--- config.mk ---
export PLATFORM = sky130hd
export DESIGN_NAME = sauria_cfg_sequencer_flat
export DESIGN_NICKNAME = d
export VERILOG_FILES = /design/src/rtl/sauria_cfg_sequencer_if.sv /design/src/rtl/sauria_cfg_sequencer.sv /design/src/flat_wrapper.sv
export SDC_FILE = /design/constraint.sdc
export NUM_CORES = 1
export LEC_CHECK = 0
export CORE_ASPECT_RATIO = 0.8
export CORE_UTILIZATION = 42
export CTS_CLUSTER_DIAMETER = 40
export CTS_CLUSTER_SIZE = 30
export DETAILED_ROUTE_END_ITERATION = 7
export GPL_ROUTABILITY_DRIVEN = 0
export PLACE_DENSITY = 0.85
export SYNTH_ARGS = -nofsm -noshare
export SYNTH_HDL_FRONTEND = slang
export SYNTH_SLANG_ARGS = --single-unit
--- constraint.sdc ---
create_clock -name i_system_clk -period 2.1 [get_ports i_system_clk]
set_input_delay 0.42 -clock i_system_clk [delete_from_list [all_inputs] [get_ports i_system_clk]]
set_output_delay 0.42 -clock i_system_clk [all_outputs]
set_load 0.05 [all_outputs]
--- src/rtl/sauria_cfg_sequencer_if.sv ---
// Command, response and AXI4-Lite configuration bundle for sauria_cfg_sequencer.
// "master" is the sequencer's view; "slave" is the view of the host and the cfg AXI slave.
interface sauria_cfg_sequencer_if #(
    parameter int ADDR_W = 32,
    parameter int DATA_W = 32
);
    // host command channel
    logic                  cmd_valid;
    logic                  cmd_ready;
    logic [1:0]            cmd_op;
    logic [ADDR_W-1:0]     cmd_addr;
    logic [DATA_W-1:0]     cmd_data;
    logic [DATA_W/8-1:0]   cmd_strb;
    // host response channel
    logic                  rsp_valid;
    logic                  rsp_ready;
    logic [DATA_W-1:0]     rsp_data;
    logic [1:0]            rsp_resp;
    logic                  rsp_timeout;
    // AXI4-Lite configuration port
    logic [ADDR_W-1:0]     awaddr;
    logic [2:0]            awprot;
    logic                  awvalid;
    logic                  awready;
    logic [DATA_W-1:0]     wdata;
    logic [DATA_W/8-1:0]   wstrb;
    logic                  wvalid;
    logic                  wready;
    logic [1:0]            bresp;
    logic                  bvalid;
    logic                  bready;
    logic [ADDR_W-1:0]     araddr;
    logic [2:0]            arprot;
    logic                  arvalid;
    logic                  arready;
    logic [DATA_W-1:0]     rdata;
    logic [1:0]            rresp;
    logic                  rvalid;
    logic                  rready;

    modport master (
        input  cmd_valid, cmd_op, cmd_addr, cmd_data, cmd_strb, rsp_ready,
        input  awready, wready, bresp, bvalid, arready, rdata, rresp, rvalid,
        output cmd_ready, rsp_valid, rsp_data, rsp_resp, rsp_timeout,
        output awaddr, awprot, awvalid, wdata, wstrb, wvalid, bready,
        output araddr, arprot, arvalid, rready
    );

    modport slave (
        output cmd_valid, cmd_op, cmd_addr, cmd_data, cmd_strb, rsp_ready,
        output awready, wready, bresp, bvalid, arready, rdata, rresp, rvalid,
        input  cmd_ready, rsp_valid, rsp_data, rsp_resp, rsp_timeout,
        input  awaddr, awprot, awvalid, wdata, wstrb, wvalid, bready,
        input  araddr, arprot, arvalid, rready
    );
endinterface

--- src/rtl/sauria_cfg_sequencer.sv ---
// Single-outstanding command sequencer driving SAURIA's AXI4-Lite configuration port.
// Each accepted command (WRITE, READ, WAIT_INTR, NOP) produces exactly one response.
module sauria_cfg_sequencer #(
    parameter int ADDR_W     = 32,
    parameter int DATA_W     = 32,
    parameter int TMO_W      = 20,
    parameter int TMO_CYCLES = 1000000
) (
    input  logic                  i_system_clk,
    input  logic                  i_system_rstn,
    input  logic                  i_intr,
    output logic                  o_busy,
    sauria_cfg_sequencer_if.master cfg_if
);
    localparam int               STRB_W   = DATA_W / 8;
    localparam logic [TMO_W-1:0] TMO_LAST = TMO_W'(TMO_CYCLES - 1);

    localparam logic [1:0] OP_WRITE = 2'b00;
    localparam logic [1:0] OP_READ  = 2'b01;
    localparam logic [1:0] OP_WAIT  = 2'b10;
    localparam logic [1:0] OP_NOP   = 2'b11;

    typedef enum logic [2:0] {
        S_IDLE, S_WR, S_WR_B, S_RD_AR, S_RD_R, S_WAIT_INTR, S_RSP
    } state_t;

    state_t              state_q, state_d;
    logic [ADDR_W-1:0]   addr_q, addr_d;
    logic [DATA_W-1:0]   wdata_q, wdata_d;
    logic [STRB_W-1:0]   strb_q, strb_d;
    logic                aw_done_q, aw_done_d;
    logic                w_done_q, w_done_d;
    logic [TMO_W-1:0]    cnt_q, cnt_d;
    logic                intr_q;
    logic [DATA_W-1:0]   rsp_data_q, rsp_data_d;
    logic [1:0]          rsp_resp_q, rsp_resp_d;
    logic                rsp_tmo_q, rsp_tmo_d;
    logic                aw_ok, w_ok;

    // State and datapath registers; intr_q samples the interrupt every cycle for edge detection
    always_ff @(posedge i_system_clk or negedge i_system_rstn) begin
        if (!i_system_rstn) begin
            state_q    <= S_IDLE;
            addr_q     <= '0;
            wdata_q    <= '0;
            strb_q     <= '0;
            aw_done_q  <= 1'b0;
            w_done_q   <= 1'b0;
            cnt_q      <= '0;
            intr_q     <= 1'b0;
            rsp_data_q <= '0;
            rsp_resp_q <= 2'b00;
            rsp_tmo_q  <= 1'b0;
        end else begin
            state_q    <= state_d;
            addr_q     <= addr_d;
            wdata_q    <= wdata_d;
            strb_q     <= strb_d;
            aw_done_q  <= aw_done_d;
            w_done_q   <= w_done_d;
            cnt_q      <= cnt_d;
            intr_q     <= i_intr;
            rsp_data_q <= rsp_data_d;
            rsp_resp_q <= rsp_resp_d;
            rsp_tmo_q  <= rsp_tmo_d;
        end
    end

    // AW and W complete independently; WR ends once both handshakes have happened
    assign aw_ok = aw_done_q || cfg_if.awready;
    assign w_ok  = w_done_q  || cfg_if.wready;

    // Next-state logic and response capture
    always_comb begin
        state_d    = state_q;
        addr_d     = addr_q;
        wdata_d    = wdata_q;
        strb_d     = strb_q;
        aw_done_d  = aw_done_q;
        w_done_d   = w_done_q;
        cnt_d      = cnt_q;
        rsp_data_d = rsp_data_q;
        rsp_resp_d = rsp_resp_q;
        rsp_tmo_d  = rsp_tmo_q;
        case (state_q)
            S_IDLE: begin
                if (cfg_if.cmd_valid) begin
                    addr_d     = cfg_if.cmd_addr;
                    wdata_d    = cfg_if.cmd_data;
                    strb_d     = cfg_if.cmd_strb;
                    aw_done_d  = 1'b0;
                    w_done_d   = 1'b0;
                    cnt_d      = '0;
                    rsp_data_d = '0;
                    rsp_resp_d = 2'b00;
                    rsp_tmo_d  = 1'b0;
                    case (cfg_if.cmd_op)
                        OP_WRITE: state_d = S_WR;
                        OP_READ:  state_d = S_RD_AR;
                        OP_WAIT:  state_d = S_WAIT_INTR;
                        OP_NOP:   state_d = S_RSP;
                        default:  state_d = S_RSP;
                    endcase
                end
            end
            S_WR: begin
                aw_done_d = aw_ok;
                w_done_d  = w_ok;
                if (aw_ok && w_ok) begin
                    state_d = S_WR_B;
                end
            end
            S_WR_B: begin
                if (cfg_if.bvalid) begin
                    rsp_resp_d = cfg_if.bresp;
                    state_d    = S_RSP;
                end
            end
            S_RD_AR: begin
                if (cfg_if.arready) begin
                    state_d = S_RD_R;
                end
            end
            S_RD_R: begin
                if (cfg_if.rvalid) begin
                    rsp_data_d = cfg_if.rdata;
                    rsp_resp_d = cfg_if.rresp;
                    state_d    = S_RSP;
                end
            end
            S_WAIT_INTR: begin
                cnt_d = cnt_q + TMO_W'(1);
                // a fresh edge takes priority over expiry in the same cycle
                if (i_intr && !intr_q) begin
                    state_d = S_RSP;
                end else if (cnt_q == TMO_LAST) begin
                    rsp_resp_d = 2'b10;
                    rsp_tmo_d  = 1'b1;
                    state_d    = S_RSP;
                end
            end
            S_RSP: begin
                if (cfg_if.rsp_ready) begin
                    state_d = S_IDLE;
                end
            end
            default: state_d = S_IDLE;
        endcase
    end

    assign cfg_if.cmd_ready   = (state_q == S_IDLE);
    assign o_busy             = (state_q != S_IDLE);
    assign cfg_if.rsp_valid   = (state_q == S_RSP);
    assign cfg_if.rsp_data    = rsp_data_q;
    assign cfg_if.rsp_resp    = rsp_resp_q;
    assign cfg_if.rsp_timeout = rsp_tmo_q;

    assign cfg_if.awaddr  = addr_q;
    assign cfg_if.awprot  = 3'b000;
    assign cfg_if.awvalid = (state_q == S_WR) && !aw_done_q;
    assign cfg_if.wdata   = wdata_q;
    assign cfg_if.wstrb   = strb_q;
    assign cfg_if.wvalid  = (state_q == S_WR) && !w_done_q;
    assign cfg_if.bready  = (state_q == S_WR_B);
    assign cfg_if.araddr  = addr_q;
    assign cfg_if.arprot  = 3'b000;
    assign cfg_if.arvalid = (state_q == S_RD_AR);
    assign cfg_if.rready  = (state_q == S_RD_R);
endmodule

--- src/flat_wrapper.sv ---
// flat-port wrapper written by rule: the top's interface ports become plain ports
module sauria_cfg_sequencer_flat 
#(
    parameter int ADDR_W     = 32,
    parameter int DATA_W     = 32,
    parameter int TMO_W      = 20,
    parameter int TMO_CYCLES = 1000000
)
  (i_system_clk, i_system_rstn, i_intr, o_busy, cfg_if_cmd_valid, cfg_if_cmd_op, cfg_if_cmd_addr, cfg_if_cmd_data, cfg_if_cmd_strb, cfg_if_rsp_ready, cfg_if_awready, cfg_if_wready, cfg_if_bresp, cfg_if_bvalid, cfg_if_arready, cfg_if_rdata, cfg_if_rresp, cfg_if_rvalid, cfg_if_cmd_ready, cfg_if_rsp_valid, cfg_if_rsp_data, cfg_if_rsp_resp, cfg_if_rsp_timeout, cfg_if_awaddr, cfg_if_awprot, cfg_if_awvalid, cfg_if_wdata, cfg_if_wstrb, cfg_if_wvalid, cfg_if_bready, cfg_if_araddr, cfg_if_arprot, cfg_if_arvalid, cfg_if_rready);
  sauria_cfg_sequencer_if #(.ADDR_W(ADDR_W), .DATA_W(DATA_W)) cfg_if_i ();
  input  logic i_system_clk;
  input  logic i_system_rstn;
  input  logic i_intr;
  output logic o_busy;
  input wire logic [$bits(cfg_if_i.cmd_valid)-1:0] cfg_if_cmd_valid;
  input wire logic [$bits(cfg_if_i.cmd_op)-1:0] cfg_if_cmd_op;
  input wire logic [$bits(cfg_if_i.cmd_addr)-1:0] cfg_if_cmd_addr;
  input wire logic [$bits(cfg_if_i.cmd_data)-1:0] cfg_if_cmd_data;
  input wire logic [$bits(cfg_if_i.cmd_strb)-1:0] cfg_if_cmd_strb;
  input wire logic [$bits(cfg_if_i.rsp_ready)-1:0] cfg_if_rsp_ready;
  input wire logic [$bits(cfg_if_i.awready)-1:0] cfg_if_awready;
  input wire logic [$bits(cfg_if_i.wready)-1:0] cfg_if_wready;
  input wire logic [$bits(cfg_if_i.bresp)-1:0] cfg_if_bresp;
  input wire logic [$bits(cfg_if_i.bvalid)-1:0] cfg_if_bvalid;
  input wire logic [$bits(cfg_if_i.arready)-1:0] cfg_if_arready;
  input wire logic [$bits(cfg_if_i.rdata)-1:0] cfg_if_rdata;
  input wire logic [$bits(cfg_if_i.rresp)-1:0] cfg_if_rresp;
  input wire logic [$bits(cfg_if_i.rvalid)-1:0] cfg_if_rvalid;
  output wire logic [$bits(cfg_if_i.cmd_ready)-1:0] cfg_if_cmd_ready;
  output wire logic [$bits(cfg_if_i.rsp_valid)-1:0] cfg_if_rsp_valid;
  output wire logic [$bits(cfg_if_i.rsp_data)-1:0] cfg_if_rsp_data;
  output wire logic [$bits(cfg_if_i.rsp_resp)-1:0] cfg_if_rsp_resp;
  output wire logic [$bits(cfg_if_i.rsp_timeout)-1:0] cfg_if_rsp_timeout;
  output wire logic [$bits(cfg_if_i.awaddr)-1:0] cfg_if_awaddr;
  output wire logic [$bits(cfg_if_i.awprot)-1:0] cfg_if_awprot;
  output wire logic [$bits(cfg_if_i.awvalid)-1:0] cfg_if_awvalid;
  output wire logic [$bits(cfg_if_i.wdata)-1:0] cfg_if_wdata;
  output wire logic [$bits(cfg_if_i.wstrb)-1:0] cfg_if_wstrb;
  output wire logic [$bits(cfg_if_i.wvalid)-1:0] cfg_if_wvalid;
  output wire logic [$bits(cfg_if_i.bready)-1:0] cfg_if_bready;
  output wire logic [$bits(cfg_if_i.araddr)-1:0] cfg_if_araddr;
  output wire logic [$bits(cfg_if_i.arprot)-1:0] cfg_if_arprot;
  output wire logic [$bits(cfg_if_i.arvalid)-1:0] cfg_if_arvalid;
  output wire logic [$bits(cfg_if_i.rready)-1:0] cfg_if_rready;
  assign cfg_if_i.cmd_valid = cfg_if_cmd_valid;
  assign cfg_if_i.cmd_op = cfg_if_cmd_op;
  assign cfg_if_i.cmd_addr = cfg_if_cmd_addr;
  assign cfg_if_i.cmd_data = cfg_if_cmd_data;
  assign cfg_if_i.cmd_strb = cfg_if_cmd_strb;
  assign cfg_if_i.rsp_ready = cfg_if_rsp_ready;
  assign cfg_if_i.awready = cfg_if_awready;
  assign cfg_if_i.wready = cfg_if_wready;
  assign cfg_if_i.bresp = cfg_if_bresp;
  assign cfg_if_i.bvalid = cfg_if_bvalid;
  assign cfg_if_i.arready = cfg_if_arready;
  assign cfg_if_i.rdata = cfg_if_rdata;
  assign cfg_if_i.rresp = cfg_if_rresp;
  assign cfg_if_i.rvalid = cfg_if_rvalid;
  assign cfg_if_cmd_ready = cfg_if_i.cmd_ready;
  assign cfg_if_rsp_valid = cfg_if_i.rsp_valid;
  assign cfg_if_rsp_data = cfg_if_i.rsp_data;
  assign cfg_if_rsp_resp = cfg_if_i.rsp_resp;
  assign cfg_if_rsp_timeout = cfg_if_i.rsp_timeout;
  assign cfg_if_awaddr = cfg_if_i.awaddr;
  assign cfg_if_awprot = cfg_if_i.awprot;
  assign cfg_if_awvalid = cfg_if_i.awvalid;
  assign cfg_if_wdata = cfg_if_i.wdata;
  assign cfg_if_wstrb = cfg_if_i.wstrb;
  assign cfg_if_wvalid = cfg_if_i.wvalid;
  assign cfg_if_bready = cfg_if_i.bready;
  assign cfg_if_araddr = cfg_if_i.araddr;
  assign cfg_if_arprot = cfg_if_i.arprot;
  assign cfg_if_arvalid = cfg_if_i.arvalid;
  assign cfg_if_rready = cfg_if_i.rready;
  sauria_cfg_sequencer #(.ADDR_W(ADDR_W), .DATA_W(DATA_W), .TMO_W(TMO_W), .TMO_CYCLES(TMO_CYCLES)) u_core (.i_system_clk(i_system_clk), .i_system_rstn(i_system_rstn), .i_intr(i_intr), .o_busy(o_busy), .cfg_if(cfg_if_i));
endmodule
==> flow_summary.ini <==
[yosys]
muxShareOfSynthArea = 0.0160
synth_edf_count = 0
ys_ff_latch = 129
synthDistinctLibCells = 47
synth_area_mm2 = 0.00572
syn_avg_cell_area_um2 = 8.86
synthFlopType = dfrtp_1
synthXorXnorAreaFrac = 0.00153
synth_top_family_by_area = simple AND/OR/NAND/NOR gates
synth_compound_area_frac = 0.0757
ys_seq_area_frac = 0.564
synth-async-reset-ratio = 1.00
syn_inst = 646
synth_simple_gate_area_frac = 0.259
yosys_warnings = 0
synth-adder-area-share = 0.00219

[placement]
place_hpwl_mm = 11.6
port_buffers = 258
pre_cts_slack_ns = -0.0504
dp.cells = 1041

[drt]
first_pass_iters = 4
ant_nets = 0
drt_iter0_markers = 369
vias = 5271
drt-wirelength-per-cell_um = 15.1
wl_mm = 16.2
remaining_drc_errors = 0
avgViaCountPerCell = 4.90

[cells_and_area]
area_delta_synth_final_pct = 60.1
multi_input_area_mm2 = 0.00210
fillers = 947
seq_area_mm2 = 0.00323
drive_gt1_frac = 0.100
nNetsFinal = 1004
antenna_cells = 0
instances_no_fill = 1075

[setup_path]
crit_arrival_ns = 1.63
crit_path_start_kind = flop
crit_path_cell_trace = clkdlybuf4s50_1
critPathBufInv = 1
worst-path-max-fanout = 3
cp-end-kind = output pin
critical-path-max-stage-delay_ns = 0.83
cp.required_ns = 1.68
crit_type = reg2out
crit_family = buffers and inverters
cpMaxStageDelayCell = clkdlybuf4s50_1

[power]
p_clk_frac = 0.202
p_comb_frac = 0.547
total_power_mw = 15.8
seqPwrFrac = 0.251
leakage_nw = 4.30
switching_share = 0.478
internal_power_mw = 8.26
ir_drop_mv = 0.982
power.density_mw_per_mm2 = 1730
p_sw_mw = 7.55

[grt]
grt-ovfl-total = 0
grt_max_degree = 65
antenna_found_initial = 0
gr-usage-all-layers = 0.238
grt_pass1_vias = 5240
grt_pass1_wl_mm = 26.0

[outcome]
outcome = complete, no violations

[floorplanning]
dieArea_mm2 = 0.0141
start_util = 0.438
die_h_um = 106
fp-row-count = 37
coreArea_mm2 = 0.0131
dieWidth_um = 132
pin_count = 265

[sta]
finalCritPeriodShare = 0.974
worst_pin_slew_ns = 0.558
setup_violations = 0
hold_violations = 0
slew_violations = 0
clock_skew_ns = 0.0127
max_freq_ghz = 0.489
hold_ws_ns = 0.473
rsz0062_at_grt = no
timing.final.crit_period_ns = 2.05
relSlewSlack = 0.627
timing.final.ws_setup_ns = 0.0541

[worst_hold_path]
min_path_type = reg2reg

[clock_tree]
clockBufferDepth = 2
clkLatencyLatePin_ns = 0.42
clk_pin_slew_ns = 0.06
htree_levels = 4
clock-sinks = 129
clockRootBuffer = clkbuf_16
cts_buffers = 17
cts_tree = built

[flow_run]
maxCapViolCount = 0
final timing paths:
path                            cells after the start  slack, ns                                 start                               endpoint
worst max register to register                      6       0.11           u_core.cnt_q[0]$_DFFE_PN0P_  u_core.cfg_if.rsp_resp[1]$_DFFE_PN0P_
worst max-delay path                                1       0.05  u_core.cfg_if.araddr[22]$_DFFE_PN0P_                      cfg_if_araddr[22]
max in group asynchronous                           3       0.99                         i_system_rstn          u_core.state_q[0]$_DFFE_PN0P_
worst min register to register                      2       0.47   u_core.cfg_if.wdata[10]$_DFFE_PN0P_    u_core.cfg_if.wdata[10]$_DFFE_PN0P_
min in group asynchronous                           2       0.54                         i_system_rstn    u_core.cfg_if.araddr[3]$_DFFE_PN0P_
worst min-delay path                                2       0.47   u_core.cfg_if.wdata[10]$_DFFE_PN0P_    u_core.cfg_if.wdata[10]$_DFFE_PN0P_
tightest hold or removal path: stages (launching register included):
cell and delay, ns:
dfrtp_1 0.34, nand2_1 0.05, nand2_1 0.06
power groups by stage:
| stage | Sequential (mW) | Clock [mW] | Combinational, mW |
|---|---|---|---|
| 2_1_floorplan | 6.52 | 0 | 3.22 |
| 3_3_place_gp | 3.94 | 0 | 8.49 |
| 3_5_place_dp | 3.97 | 0 | 8.61 |
| 4_1_cts | 3.95 | 3.24 | 8.64 |
| 5_1_grt | 4.09 | 3.36 | 9.10 |
| 6_report | 3.97 | 3.20 | 8.64 |
layer usage:
layer / global-route usage / routed length [µm] / vias to the layer above
li1: - / - / 2529
met1: 0.272 / 6290 / 2495
met2: 0.405 / 8070 / 223
met3: 0.0887 / 1460 / 24
met4: 0.0952 / 414 / 0
met5: 0 / 0 / -
cells by family after synthesis:
family | after synthesis
adders and majority gates | 1
muxes | 9
AOI/OAI and AO/OA | 75
buffers and inverters | 78
xor gates and xnor gates | 1
other | 1
DFF | 129
and+or+nand+nor | 352
sequential cells by signal (all words and copies together), names as in the netlist, 2 cells and up:
signal / flops
u_core.cfg_if.wdata: 32
u_core.state_q: 3
u_core.cnt_q: 20
u_core.cfg_if.wstrb: 4
u_core.cfg_if.araddr: 32
u_core.cfg_if.rsp_data: 32
u_core.cfg_if.rsp_resp: 2
placed cells by master (no fill, tap or decap), types with 5 or more instances in the layout:
cell type        count
conb_1               6
o21ai_0             42
clkdlybuf4s50_1    242
inv_6                5
nand2_1            294
clkbuf_16           17
buf_12              12
nor2_1              12
o31ai_1              5
mux2i_1              8
dfrtp_1            127
dlymetal6s2s_1       5
buf_4               25
inv_1                8
a21oi_1             10
nand3_1             11
metrics by stage:
step | util | instance area [µm²] | setup TNS (ns)
after floorplan | - | 5740 | 0
after global placement | 0.647 | 8450 | -0.154
after detailed placement | 0.647 | 8450 | -0.332
after CTS | 0.697 | 9100 | 0
after global routing | 0.702 | 9160 | 0
final | 0.702 | 9160 | 0
what timing repair did:
action	4_1_cts	5_1_grt
hold buffers	1	0
hold endpoints to repair	16	0
buffers inserted	0	1
setup endpoints to repair	2	12
gates cloned	0	0
resized for setup	1	17
Yosys cell counts (3+ instances only):
library cell	count	area, µm²
o211ai_1	4	30.0
buf_4	41	308
o21ai_0	42	210
nand4_1	3	18.8
nand3_1	11	55.1
nor2_1	14	52.6
a21oi_1	10	50.1
buf_2	11	55.1
o31ai_1	5	37.5
dfrtp_1	129	3230
mux2i_1	8	80.1
nand2_1	294	1100
and2_1	4	25.0
o21ai_1	3	15.0
inv_1	8	30.0
and3_1	3	18.8
clkbuf_1	16	60.1
nand2b_1	3	18.8
layout make-up:
type | instances | share of cell area
clock inverters | 14 | 0.0220
repair buffers | 287 | 0.321
clock buffers | 18 | 0.0480
well taps | 175 | 0.0239
flip-flops and latches | 129 | 0.353
inverters | 8 | 0.00328
multi-input cells | 444 | 0.229
No activity file was read; power rests on OpenSTA's default activity.
